===== config.mk =====
export PLATFORM = sky130hd
export DESIGN_NAME = alu_issuer_flat
export DESIGN_NICKNAME = d
export VERILOG_FILES = /design/src/rtl/alu_issuer_if.sv /design/src/rtl/alu_issuer.sv /design/src/flat_wrapper.sv
export SDC_FILE = /design/constraint.sdc
export NUM_CORES = 1
export LEC_CHECK = 0
export ABC_AREA = 1
export CORE_UTILIZATION = 46
export CTS_CLUSTER_DIAMETER = 100
export CTS_CLUSTER_SIZE = 10
export DETAILED_ROUTE_END_ITERATION = 7
export PLACE_DENSITY = 0.72
export SLEW_MARGIN = 15
export SYNTH_ARGS = -nofsm -noshare
export SYNTH_HDL_FRONTEND = slang
export SYNTH_SLANG_ARGS = --single-unit

===== constraint.sdc =====
create_clock -name i_clk -period 2.5 [get_ports i_clk]
set_clock_uncertainty 0.05 [all_clocks]
set_input_delay 0.5 -clock i_clk [delete_from_list [all_inputs] [get_ports i_clk]]
set_output_delay 0.5 -clock i_clk [all_outputs]
set_load 0.005 [all_outputs]

===== src/rtl/alu_issuer_if.sv =====
// rtl/alu_issuer_if.sv - command, ALU-side and response signal bundle for alu_issuer
interface alu_issuer_if #(
    parameter int INT_W  = 3,
    parameter int FRAC_W = 5,
    parameter int INST_W = 3,
    parameter int DATA_W = INT_W + FRAC_W,
    parameter int TAG_W  = 4
);
    // command stream into the issuer
    logic              i_cmd_valid;
    logic              o_cmd_ready;
    logic [DATA_W-1:0] i_cmd_a;
    logic [DATA_W-1:0] i_cmd_b;
    logic [INST_W-1:0] i_cmd_inst;

    // issue port toward the ALU and its result
    logic              o_alu_valid;
    logic [DATA_W-1:0] o_alu_a;
    logic [DATA_W-1:0] o_alu_b;
    logic [INST_W-1:0] o_alu_inst;
    logic              i_alu_valid;
    logic [DATA_W-1:0] i_alu_data;

    // response stream out of the issuer
    logic              o_rsp_valid;
    logic              i_rsp_ready;
    logic [DATA_W-1:0] o_rsp_data;
    logic [INST_W-1:0] o_rsp_inst;
    logic [TAG_W-1:0]  o_rsp_tag;

    // status
    logic              o_busy;
    logic              o_err;

    modport master (
        input  i_cmd_valid, i_cmd_a, i_cmd_b, i_cmd_inst,
        output o_cmd_ready,
        output o_alu_valid, o_alu_a, o_alu_b, o_alu_inst,
        input  i_alu_valid, i_alu_data,
        output o_rsp_valid, o_rsp_data, o_rsp_inst, o_rsp_tag,
        input  i_rsp_ready,
        output o_busy, o_err
    );

    modport slave (
        output i_cmd_valid, i_cmd_a, i_cmd_b, i_cmd_inst,
        input  o_cmd_ready,
        input  o_alu_valid, o_alu_a, o_alu_b, o_alu_inst,
        output i_alu_valid, i_alu_data,
        input  o_rsp_valid, o_rsp_data, o_rsp_inst, o_rsp_tag,
        output i_rsp_ready,
        input  o_busy, o_err
    );
endinterface


===== src/rtl/alu_issuer.sv =====
// rtl/alu_issuer.sv - FIFO-buffered command issuer for the fixed-point alu (optional missing-result detection: ALU_ISSUER_ERR_EN)
module alu_issuer #(
    parameter int INT_W  = 3,
    parameter int FRAC_W = 5,
    parameter int INST_W = 3,
    parameter int DATA_W = INT_W + FRAC_W,
    parameter int DEPTH  = 4,
    parameter int TAG_W  = 4
) (
    input  logic          i_clk,
    input  logic          i_rst,
    alu_issuer_if.master  bus
);
    localparam int PTR_W   = $clog2(DEPTH);
    localparam int CNT_W   = PTR_W + 1;
    localparam int ENTRY_W = 2 * DATA_W + INST_W;

    typedef enum logic [1:0] {
        ST_IDLE  = 2'd0,
        ST_ISSUE = 2'd1,
        ST_WAIT  = 2'd2,
        ST_HOLD  = 2'd3
    } state_t;

    state_t             state_q, state_d;
    logic [ENTRY_W-1:0] mem_q [DEPTH];
    logic [ENTRY_W-1:0] mem_d [DEPTH];
    logic [PTR_W-1:0]   wr_ptr_q, wr_ptr_d;
    logic [PTR_W-1:0]   rd_ptr_q, rd_ptr_d;
    logic [CNT_W-1:0]   count_q, count_d;
    logic [TAG_W-1:0]   tag_cnt_q, tag_cnt_d;
    logic [DATA_W-1:0]  rsp_data_q, rsp_data_d;
    logic [INST_W-1:0]  rsp_inst_q, rsp_inst_d;
    logic [TAG_W-1:0]   rsp_tag_q, rsp_tag_d;
`ifdef ALU_ISSUER_ERR_EN
    logic               err_q, err_d;
`endif

    logic               full;
    logic               push;
    logic               pop;
    logic [DATA_W-1:0]  head_a;
    logic [DATA_W-1:0]  head_b;
    logic [INST_W-1:0]  head_inst;
    logic               in_issue;

    // ready depends only on the registered count, never on i_cmd_valid
    assign full     = (count_q == CNT_W'(DEPTH));
    assign push     = bus.i_cmd_valid && !full;
    // the FSM only enters ISSUE with a non-empty FIFO, so the pop is always legal
    assign pop      = (state_q == ST_ISSUE);
    assign in_issue = (state_q == ST_ISSUE);
    assign {head_a, head_b, head_inst} = mem_q[rd_ptr_q];

    // FIFO storage, pointers and occupancy for the next cycle
    always_comb begin
        mem_d    = mem_q;
        wr_ptr_d = wr_ptr_q;
        rd_ptr_d = rd_ptr_q;
        count_d  = count_q;
        if (push) begin
            mem_d[wr_ptr_q] = {bus.i_cmd_a, bus.i_cmd_b, bus.i_cmd_inst};
            wr_ptr_d        = wr_ptr_q + 1'b1;
        end
        if (pop) begin
            rd_ptr_d = rd_ptr_q + 1'b1;
        end
        case ({push, pop})
            2'b10:   count_d = count_q + 1'b1;
            2'b01:   count_d = count_q - 1'b1;
            default: count_d = count_q;
        endcase
    end

    // issue sequencing: next state, tag allocation and response capture
    always_comb begin
        state_d    = state_q;
        tag_cnt_d  = tag_cnt_q;
        rsp_data_d = rsp_data_q;
        rsp_inst_d = rsp_inst_q;
        rsp_tag_d  = rsp_tag_q;
`ifdef ALU_ISSUER_ERR_EN
        err_d      = err_q;
`endif
        case (state_q)
            ST_IDLE: begin
                if (count_q != '0) begin
                    state_d = ST_ISSUE;
                end
            end
            ST_ISSUE: begin
                rsp_inst_d = head_inst;
                rsp_tag_d  = tag_cnt_q;
                tag_cnt_d  = tag_cnt_q + 1'b1;
                state_d    = ST_WAIT;
            end
            ST_WAIT: begin
                if (bus.i_alu_valid) begin
                    rsp_data_d = bus.i_alu_data;
                    state_d    = ST_HOLD;
                end else begin
`ifdef ALU_ISSUER_ERR_EN
                    // the ALU has fixed 1-cycle latency; no result means it is lost
                    err_d   = 1'b1;
                    state_d = ST_IDLE;
`endif
                end
            end
            ST_HOLD: begin
                if (bus.i_rsp_ready) begin
                    // count_d includes a same-cycle push so it is not missed
                    state_d = (count_d != '0) ? ST_ISSUE : ST_IDLE;
                end
            end
            default: state_d = ST_IDLE;
        endcase
    end

    // state register; reset discards queued and in-flight commands
    always_ff @(posedge i_clk) begin
        if (i_rst) begin
            state_q    <= ST_IDLE;
            mem_q      <= '{default: '0};
            wr_ptr_q   <= '0;
            rd_ptr_q   <= '0;
            count_q    <= '0;
            tag_cnt_q  <= '0;
            rsp_data_q <= '0;
            rsp_inst_q <= '0;
            rsp_tag_q  <= '0;
        end else begin
            state_q    <= state_d;
            mem_q      <= mem_d;
            wr_ptr_q   <= wr_ptr_d;
            rd_ptr_q   <= rd_ptr_d;
            count_q    <= count_d;
            tag_cnt_q  <= tag_cnt_d;
            rsp_data_q <= rsp_data_d;
            rsp_inst_q <= rsp_inst_d;
            rsp_tag_q  <= rsp_tag_d;
        end
    end

`ifdef ALU_ISSUER_ERR_EN
    // sticky missing-result flag, cleared only by reset
    always_ff @(posedge i_clk) begin
        if (i_rst) begin
            err_q <= 1'b0;
        end else begin
            err_q <= err_d;
        end
    end
    assign bus.o_err = err_q;
`else
    assign bus.o_err = 1'b0;
`endif

    assign bus.o_cmd_ready = !full;
    assign bus.o_alu_valid = in_issue;
    assign bus.o_alu_a     = in_issue ? head_a    : '0;
    assign bus.o_alu_b     = in_issue ? head_b    : '0;
    assign bus.o_alu_inst  = in_issue ? head_inst : '0;
    assign bus.o_rsp_valid = (state_q == ST_HOLD);
    assign bus.o_rsp_data  = rsp_data_q;
    assign bus.o_rsp_inst  = rsp_inst_q;
    assign bus.o_rsp_tag   = rsp_tag_q;
    assign bus.o_busy      = (count_q != '0) || (state_q != ST_IDLE);
endmodule

===== src/flat_wrapper.sv =====
// flat-port wrapper written by rule: the top's interface ports become plain ports
module alu_issuer_flat 
#(
    parameter int INT_W  = 3,
    parameter int FRAC_W = 5,
    parameter int INST_W = 3,
    parameter int DATA_W = INT_W + FRAC_W,
    parameter int DEPTH  = 4,
    parameter int TAG_W  = 4
)
  (i_clk, i_rst, bus_i_cmd_valid, bus_i_cmd_a, bus_i_cmd_b, bus_i_cmd_inst, bus_o_cmd_ready, bus_o_alu_valid, bus_o_alu_a, bus_o_alu_b, bus_o_alu_inst, bus_i_alu_valid, bus_i_alu_data, bus_o_rsp_valid, bus_o_rsp_data, bus_o_rsp_inst, bus_o_rsp_tag, bus_i_rsp_ready, bus_o_busy, bus_o_err);
  alu_issuer_if #(.INT_W(INT_W), .FRAC_W(FRAC_W), .INST_W(INST_W), .DATA_W(DATA_W), .TAG_W(TAG_W)) bus_i ();
  input  logic i_clk;
  input  logic i_rst;
  input wire logic [$bits(bus_i.i_cmd_valid)-1:0] bus_i_cmd_valid;
  input wire logic [$bits(bus_i.i_cmd_a)-1:0] bus_i_cmd_a;
  input wire logic [$bits(bus_i.i_cmd_b)-1:0] bus_i_cmd_b;
  input wire logic [$bits(bus_i.i_cmd_inst)-1:0] bus_i_cmd_inst;
  output wire logic [$bits(bus_i.o_cmd_ready)-1:0] bus_o_cmd_ready;
  output wire logic [$bits(bus_i.o_alu_valid)-1:0] bus_o_alu_valid;
  output wire logic [$bits(bus_i.o_alu_a)-1:0] bus_o_alu_a;
  output wire logic [$bits(bus_i.o_alu_b)-1:0] bus_o_alu_b;
  output wire logic [$bits(bus_i.o_alu_inst)-1:0] bus_o_alu_inst;
  input wire logic [$bits(bus_i.i_alu_valid)-1:0] bus_i_alu_valid;
  input wire logic [$bits(bus_i.i_alu_data)-1:0] bus_i_alu_data;
  output wire logic [$bits(bus_i.o_rsp_valid)-1:0] bus_o_rsp_valid;
  output wire logic [$bits(bus_i.o_rsp_data)-1:0] bus_o_rsp_data;
  output wire logic [$bits(bus_i.o_rsp_inst)-1:0] bus_o_rsp_inst;
  output wire logic [$bits(bus_i.o_rsp_tag)-1:0] bus_o_rsp_tag;
  input wire logic [$bits(bus_i.i_rsp_ready)-1:0] bus_i_rsp_ready;
  output wire logic [$bits(bus_i.o_busy)-1:0] bus_o_busy;
  output wire logic [$bits(bus_i.o_err)-1:0] bus_o_err;
  assign bus_i.i_cmd_valid = bus_i_cmd_valid;
  assign bus_i.i_cmd_a = bus_i_cmd_a;
  assign bus_i.i_cmd_b = bus_i_cmd_b;
  assign bus_i.i_cmd_inst = bus_i_cmd_inst;
  assign bus_o_cmd_ready = bus_i.o_cmd_ready;
  assign bus_o_alu_valid = bus_i.o_alu_valid;
  assign bus_o_alu_a = bus_i.o_alu_a;
  assign bus_o_alu_b = bus_i.o_alu_b;
  assign bus_o_alu_inst = bus_i.o_alu_inst;
  assign bus_i.i_alu_valid = bus_i_alu_valid;
  assign bus_i.i_alu_data = bus_i_alu_data;
  assign bus_o_rsp_valid = bus_i.o_rsp_valid;
  assign bus_o_rsp_data = bus_i.o_rsp_data;
  assign bus_o_rsp_inst = bus_i.o_rsp_inst;
  assign bus_o_rsp_tag = bus_i.o_rsp_tag;
  assign bus_i.i_rsp_ready = bus_i_rsp_ready;
  assign bus_o_busy = bus_i.o_busy;
  assign bus_o_err = bus_i.o_err;
  alu_issuer #(.INT_W(INT_W), .FRAC_W(FRAC_W), .INST_W(INST_W), .DATA_W(DATA_W), .DEPTH(DEPTH), .TAG_W(TAG_W)) u_core (.i_clk(i_clk), .i_rst(i_rst), .bus(bus_i));
endmodule

======== After elaboration in Yosys (flattened, before gate mapping) ========
Cells that the tools add are included.
operators by class
  add/subtract/negate cells ............... 5
  magnitude comparators ................... 3
  eq/ne operators ......................... 9
  mux-type cells .......................... 15
  bitwise gates (word level) .............. 2
  reductions and logical operators ........ 10
operator list
  kind                                                                          count
  76-bit bitwise mux                                                            1
  19-bit two-way mux                                                            3
  19-bit binary-select mux with 2-bit select                                    1
  19-bit demux with 2-bit select                                                1
  8-bit two-way mux                                                             2
  2-bit case mux with 4 select lines                                            1
  2-bit equality test, second input constant                                    3
  3-bit greater-or-equal comparator, second input constant                      2
  2-bit two-way mux                                                             3
  2-bit inverter with 3-bit output                                              2
  3-bit case mux with 2 select lines                                            1
  3-bit nonzero test                                                            2
  2-bit by 1-bit adder with 2-bit output, second input constant                 2
  4-bit by 1-bit adder with 4-bit output, second input constant                 1
  2-bit by 1-bit equality test with 1-bit output, second input constant         2
  2-bit by 1-bit inequality test with 1-bit output, second input constant       2
  3-bit by 1-bit adder with 3-bit output, second input constant                 1
  3-bit equality test, second input constant                                    1
  3-bit by 1-bit less-than comparator with 1-bit output, second input constant  1
  3-bit two-way mux                                                             1
  3-bit AND reduction                                                           1
  3-bit by 1-bit subtractor with 3-bit output, second input constant            1
  1-bit logical AND                                                             2
  2-bit zero test                                                               1
  other kinds (6)                                                               6
word-level totals
  register bits ........................... 104
  input bits .............................. 32
  logic and storage cells ................. 56

======== Logic depth before layout (Yosys ltp) ========
  depth in word-level cells ............... 9
  depth in mapped cells ................... 14

======== Worst setup path before layout ========
Ideal clock, no wire load.
  kind .................................... flip-flop to flip-flop
  from .................................... register u_core.state_q[1]
  to ...................................... register u_core.state_q[0]
  arrival ................................. 1.821 ns
  setup slack ............................. 0.497 ns
  cell stages (with the launch flop) ...... 13
  cells stage by stage .................... dfxtp_1 inv_1 ha_1 ha_1 fa_1 nand2_1 nand2_1 nor2_1 nand3_1 nand2_1 nand2_1 nand2_1 a21oi_1
on the way
  word-level cells in the longest chain between the ends .. 7
  elaborated cells between the ends (all ways) .. 15
  those cells by class .................... eq/ne (8); mux (4); reduce/logical (3)
ends and longest elaborated chain
  what                                                                                          RTL line            text
  from (decl)                                                                                   alu_issuer.sv:25    state_t state_q, state_d;
  from (signal assigned)                                                                        alu_issuer.sv:132   state_q <= state_d;
  2-bit by 1-bit equality test with 1-bit output (*)                                            --
  net bus_o_alu_valid                                                                           flat_wrapper.sv:20  output wire logic [$bits(bus_i.o_alu_valid)-1:0] bus_o_alu_valid;
  2-bit by 1-bit equality test with 1-bit output / 2-bit equality test (equally long branches)  alu_issuer.sv:68    case ({push, pop})
  3-bit case mux with 2 select lines                                                            alu_issuer.sv:68
  3-bit nonzero test                                                                            alu_issuer.sv:112   state_d = (count_d != '0) ? ST_ISSUE : ST_IDLE;
  1-bit two-way mux                                                                             alu_issuer.sv:112
  2-bit two-way mux                                                                             alu_issuer.sv:110   if (bus.i_rsp_ready) begin
  2-bit case mux with 4 select lines (*)                                                        alu_issuer.sv:85    case (state_q)
Mark *: on every way through the listed nets, which the timed path passes. The rest lies on a longest branch. The select of a mux whose other input is x is not followed.
A chain may end at the register's enable or synchronous reset.

======== Worst setup path after layout ========
  from .................................... register u_core.state_q[1]
  to ...................................... output port bus_o_alu_valid
on the way
  word-level cells in the longest chain between the ends .. 1
ends and longest elaborated chain
  what                                            RTL line            text
  2-bit by 1-bit equality test with 1-bit output  alu_issuer.sv:52    assign in_issue = (state_q == ST_ISSUE);
  to (decl)                                       flat_wrapper.sv:20
Every way passes these cells.

==> flow_metrics.py <==
metrics = {
    "finish": {
        "n_fill_cell": 909,
        "multiInputGateArea_um2": 2220,
        "layout.nets": 714,
        "finalNonFillerCells": 807,
        "seq_area_um2": 2090,
        "n_antenna_cell": 0,
        "drive_gt1_share_pct": 12.3,
        "area_growth_pct": 22.7,
    },
    "worst_setup_path": {
        "rrSetupSlack_ns": 0.47,
        "worstSetupPathType": "flip-flop to output port",
        "cp.required_ns": 1.95,
        "r2r_cells": 13,
        "arrival_ns": 1.71,
        "endpoint_kind": "output port",
        "cp-start-kind": "flip-flop",
        "crit_fanout": 15,
    },
    "timing": {
        "fin_ws_ns": 0.238,
        "setup_viol_count_final": 0,
        "slew_viol_final": 0,
        "max_freq_ghz": 0.442,
        "fin_crit_sh_pct": 90.5,
        "hold_viol": 0,
        "rsz0062_at_grt": "no",
        "finalCriticalPeriod_ns": 2.26,
    },
    "synth": {
        "ys_seq_area_share_pct": 43.8,
        "yosysTopAreaCell": "dfxtp_1",
        "ys_warn_count": 0,
        "synth.area.top_cells": "dfxtp_1 (44%), a21oi_1 (12%), nand2_1 (7.0%)",
        "yosysUniqueCellTypes": 25,
        "syn_area_um2": 4750,
        "synth-seq-cells": 104,
        "netlist.area_leader.share_pct": 43.8,
        "syn_nets": 657,
        "syn_avg_cell_area_um2": 7.75,
        "netlist_instances": 613,
    },
    "detailed_routing": {
        "postRouteAntennaNets": 0,
        "routed_wl_um": 12000,
        "drt-pass1-iter-count": 4,
        "wl_per_cell_um": 14.9,
        "via_count": 4330,
        "drtIter0Drc": 207,
        "via_per_inst": 5.37,
        "route.detailed.drc": 0,
    },
    "global_routing": {
        "grt_antenna_before_repair": 0,
        "first_global_vias": 4269,
        "grt_pass1_wl_um": 20400,
        "track_usage_pct": 23.0,
        "grt_max_degree": 47,
        "grt_overflow": 0,
    },
    "place": {
        "dp_hpwl_um": 7730,
        "dp_slack_ns": 0.0385,
        "finalWeightedCongestion": 0.775,
        "dpl.cell_count": 786,
        "portBuffers": 69,
    },
    "floorplanning": {
        "core_area_um2": 9910,
        "die_w_um": 104,
        "ios": 71,
        "dieArea_um2": 10700,
        "initial_core_util_pct": 47.9,
        "die_h_um": 104,
        "num_rows": 36,
    },
    "run_status": {
        "status": "finished, final reports clean",
    },
    "clock_network": {
        "tritoncts": "yes",
        "cts_max_level": 3,
        "insertion_delay_ns": 0.36,
        "root_buffer": "clkbuf_8",
        "cts.sinks": 104,
        "clockBufferDepth": 2,
        "cts_buffers": 9,
        "clk_pin_slew_ns": 0.10,
    },
    "power_and_ir_drop": {
        "total_power_w": 0.00476,
        "p_per_area_nw_per_um2": 816,
        "vdd_ir_drop_max_mv": 0.578,
        "power.leakage_nw": 2.27,
    },
    "run": {
        "drv_cap": 0,
    },
    "hold_path": {
        "min_path_type": "flip-flop to flip-flop",
        "hold_depth": 2,
    },
}
==> per-layer routing <==
metal  GRT usage (%)  part of all wire [%]
met1            29.6                    45
met5               0                     0
met4            7.76                  0.88
met3            4.09                   4.8
met2            38.8                    50
==> final cells by class <==
type	count	share of cell area (%)
Clock inverter	4	0.944
Inverter	60	4.01
Timing Repair Buffer	91	15.8
Tap cell	133	2.85
Timing Repair inverter	1	0.129
Clock buffer	11	2.42
Multi-Input combinational cell	403	38.0
Sequential cell	104	35.8
==> sequential cells by signal, indices dropped and copies added, names as in the netlist <==
signal and cells:
u_core.bus.o_rsp_data 8, u_core.mem_q 76, u_core.bus.o_rsp_inst 3, u_core.rd_ptr_q 2
u_core.state_q 2, u_core.count_q 3, u_core.wr_ptr_q 2, u_core.tag_cnt_q 4
u_core.bus.o_rsp_tag 4
==> cells by family after synthesis <==
group	Yosys count	synth area share [%]
AOI/OAI and AO/OA	195	25.0
and+or+nand+nor	195	17.4
buffers and inverters	106	10.4
DFF	104	43.8
adders and majority gates	12	3.32
other	1	0.0789
==> path summary, 6_finish.rpt <==
kind,from,endpoint
setup / recovery,u_core.state_q[1],bus_o_alu_valid
hold / removal,u_core.mem_q[12],u_core.mem_q[12]
setup reg to reg,u_core.count_q[0],u_core.state_q[0]
hold reg to reg,u_core.mem_q[12],u_core.mem_q[12]
==> synthesized netlist by cell type, drive strengths merged <==
cell / number
nand3: 41
inv: 60
nor3: 5
conb: 1
a211oi: 40
o21ai: 39
nand2: 95
nand4: 1
dfxtp: 104
or2: 1
ha: 11
clkbuf: 22
buf: 24
nor2: 52
o21a: 1
fa: 1
a21oi: 115
==> through the flow <==
stage               TNS (ns)  util [%]  area, um^2  hold slack, ns
floorplan                  0         -        4750           0.385
global placement           0      55.7        5520           0.395
detailed placement         0      55.7        5520           0.401
CTS                   -0.109      58.3        5780           0.414
global route               0      58.8        5830           0.430
finish                     0      58.8        5830           0.414
==> worst max-delay path: stages (launching register included) <==
cell             delay (ns)
dfxtp_2                0.35
inv_2                  0.11
ha_4                   0.16
buf_4                  0.20
clkdlybuf4s50_1        0.52
==> power by group <==
part	switching [W]	internal, W	total (W)
clock network	0.000575	0.000490	0.00106
registers	0.000119	0.00186	0.00198
logic	0.00100	0.000711	0.00171
total	0.00170	0.00306	0.00476
==> cell usage in the layout, fill, tap and decap left out, drive strengths merged, types with 2 or more instances in the layout <==
master	netlist	final
a21oi	115	115
dfxtp	104	104
nand2	95	95
inv	60	59
nor2	52	52
clkdlybuf4s50	0	49
nand3	41	41
a211oi	40	40
o21ai	39	39
buf	24	23
ha	11	11
clkbuf	22	11
dlygate4sd2	0	10
dlymetal6s2s	0	9
nor3	5	5
clkinvlp	0	3
clkinv	0	2
==> timing repair <==
| item | CTS | global route |
|---|---|---|
| buffers inserted | 5 | 0 |
| endpoints found under the setup margin | 19 | 9 |
| hold buffers | 0 | 0 |
| resized for setup | 22 | 21 |
| gates cloned | 1 | 0 |
| pin swaps | 0 | 4 |
Note: power is estimated with default switching activity, not from simulation.
==> patch, RTL diff (same settings) <==
Encoding of `state_t`: now one-hot (4 bits for 4 states).
--- a/src/rtl/alu_issuer.sv
+++ b/src/rtl/alu_issuer.sv
@@ -17,7 +17,7 @@
 
-    typedef enum logic [1:0] {
-        ST_IDLE  = 2'd0,
-        ST_ISSUE = 2'd1,
-        ST_WAIT  = 2'd2,
-        ST_HOLD  = 2'd3
+    typedef enum logic [3:0] {
+        ST_IDLE  = 4'b0001,
+        ST_ISSUE = 4'b0010,
+        ST_WAIT  = 4'b0100,
+        ST_HOLD  = 4'b1000
     } state_t;
Check against the original RTL: no difference found for any inputs over 10 cycles, from zero or initial values and one cycle with i_rst high; not proved beyond that.
==> patch against the original RTL <==
Design area shrank 2.0%. Cell count grew 1.9%. Routed wire length down 5.5%. Critical path depth up 1. Via count shrank 0.18%. Area after synthesis decreased by 1.7%. Non-clock buffer count unchanged. Core utilization down 0.65 points. Sequential cell count up 2. Global-route usage fell by 0.25 points. Setup slack got worse by 0.16 ns. Critical path type unchanged. Largest cell class is now sequential cells. Highest routed layer unchanged.
Power is not compared: it rests on default switching activity, and its combinational part moved more than twofold at a synthesized area within 25%.
==> patch: results <==
{
  "outcome": "finished, final reports clean",
  "r2r_start": "u_core.state_q[3]",
  "nets": 723,
  "dp_cells": 806,
  "whs_ns": 0.3957,
  "gp_congestion": 0.8898,
  "io_buffers": 69,
  "placed_area_um2": 5419,
  "syn_area_per_cell_um2": 7.404,
  "clock_latency_ns": 0.37,
  "synth_commonest_cells": "152 x a21oi_1, 106 x dfxtp_1, 90 x o21ai_0",
  "wl_per_cell_um": 13.82,
  "dr_total_vias": 4322,
  "holdCritStartpoint": "u_core.bus.o_rsp_data[7]",
  "drive_above_1_share_pct": 9.289,
  "r2r-end": "u_core.state_q[1]",
  "drtPass1Iterations": 4,
  "cp_max_fo": 10,
  "yosys_warnings": 0,
  "p_sw_mw": 1.115,
  "antenna_found_initial": 0,
  "syn_nets": 670,
  "grtUsageTotal_pct": 22.77,
  "min_to": "u_core.bus.o_rsp_data[7]",
  "dpl.hpwl_mm": 7.285,
  "fillCellCount": 954,
  "drt_iter0_markers": 197,
  "yosysSeqAreaShare_pct": 45.42,
  "final_cells": 822,
  "n_antenna_cell": 0,
  "pre_cts_ws_ns": -0.02190,
  "grt_max_degree": 50,
  "reg2reg_depth": 11,
  "yosysUniqueCellTypes": 24,
  "multiInputGateArea_um2": 2043,
  "critPathArrivalTime_ns": 1.87,
  "synthTopCellsByArea": "dfxtp_1 45%, a21oi_1 16%, o21ai_0 9.6%, inv_1 5.8%, nand2_1 5.5%",
  "grt_pass1_wl_mm": 18.73,
  "grt_pass1_vias": 4046,
  "cts_inserted_buffers": 9
}
==> patch: layout make-up <==
type | instances | share of cell area [%]
repair buffers | 91 | 15.87
inverters | 72 | 4.730
clock buffers | 10 | 2.409
clock inverters | 6 | 1.139
well taps | 133 | 2.912
flip-flops and latches | 106 | 37.18
multi-input cells | 404 | 35.76
==> patch: what timing repair did <==
item	in CTS	in global routing
hold buffers	0	0
endpoints found under the setup margin	12	20
resized for setup	4	34
setup buffers	0	0
==> patch: cells by family after synthesis <==
family,synth area share (%)
fa+ha+maj,2.035
compound gates,27.34
simple gates,13.39
other cells,0.08027
buf+inv,11.73
flops,45.42
==> patch: layer usage <==
| metal | up-vias | GRT usage, % | share of wire [%] |
|---|---|---|---|
| li1 | 2199 | - | - |
| met5 | - | 0 | 0 |
| met2 | 119 | 38.31 | 50 |
| met3 | 9 | 3.932 | 6.8 |
| met4 | 0 | 10.40 | 0.99 |
| met1 | 1995 | 28.53 | 43 |
==> patch: worst min-delay path, stage by stage, from the launching register on <==
cell and delay (ns):
dfxtp_1 0.32, inv_1 0.04, a21oi_1 0.05
==> patch: how the worst max path moves through the flow <==
stage                                   from                end  slack (ns)  cells past startpoint
after detailed placement     bus_i_cmd_valid  u_core.state_q[1]       -0.02                     11
after global routing      u_core.rd_ptr_q[0]     bus_o_alu_a[0]       -0.04                      6
after global placement       bus_i_cmd_valid  u_core.state_q[1]        0.02                     11
after floorplan              bus_i_cmd_valid  u_core.state_q[1]        0.40                     11
after CTS                 u_core.rd_ptr_q[0]  bus_o_alu_inst[0]       0.004                      8
final                     u_core.rd_ptr_q[0]     bus_o_alu_a[3]        0.08                      5
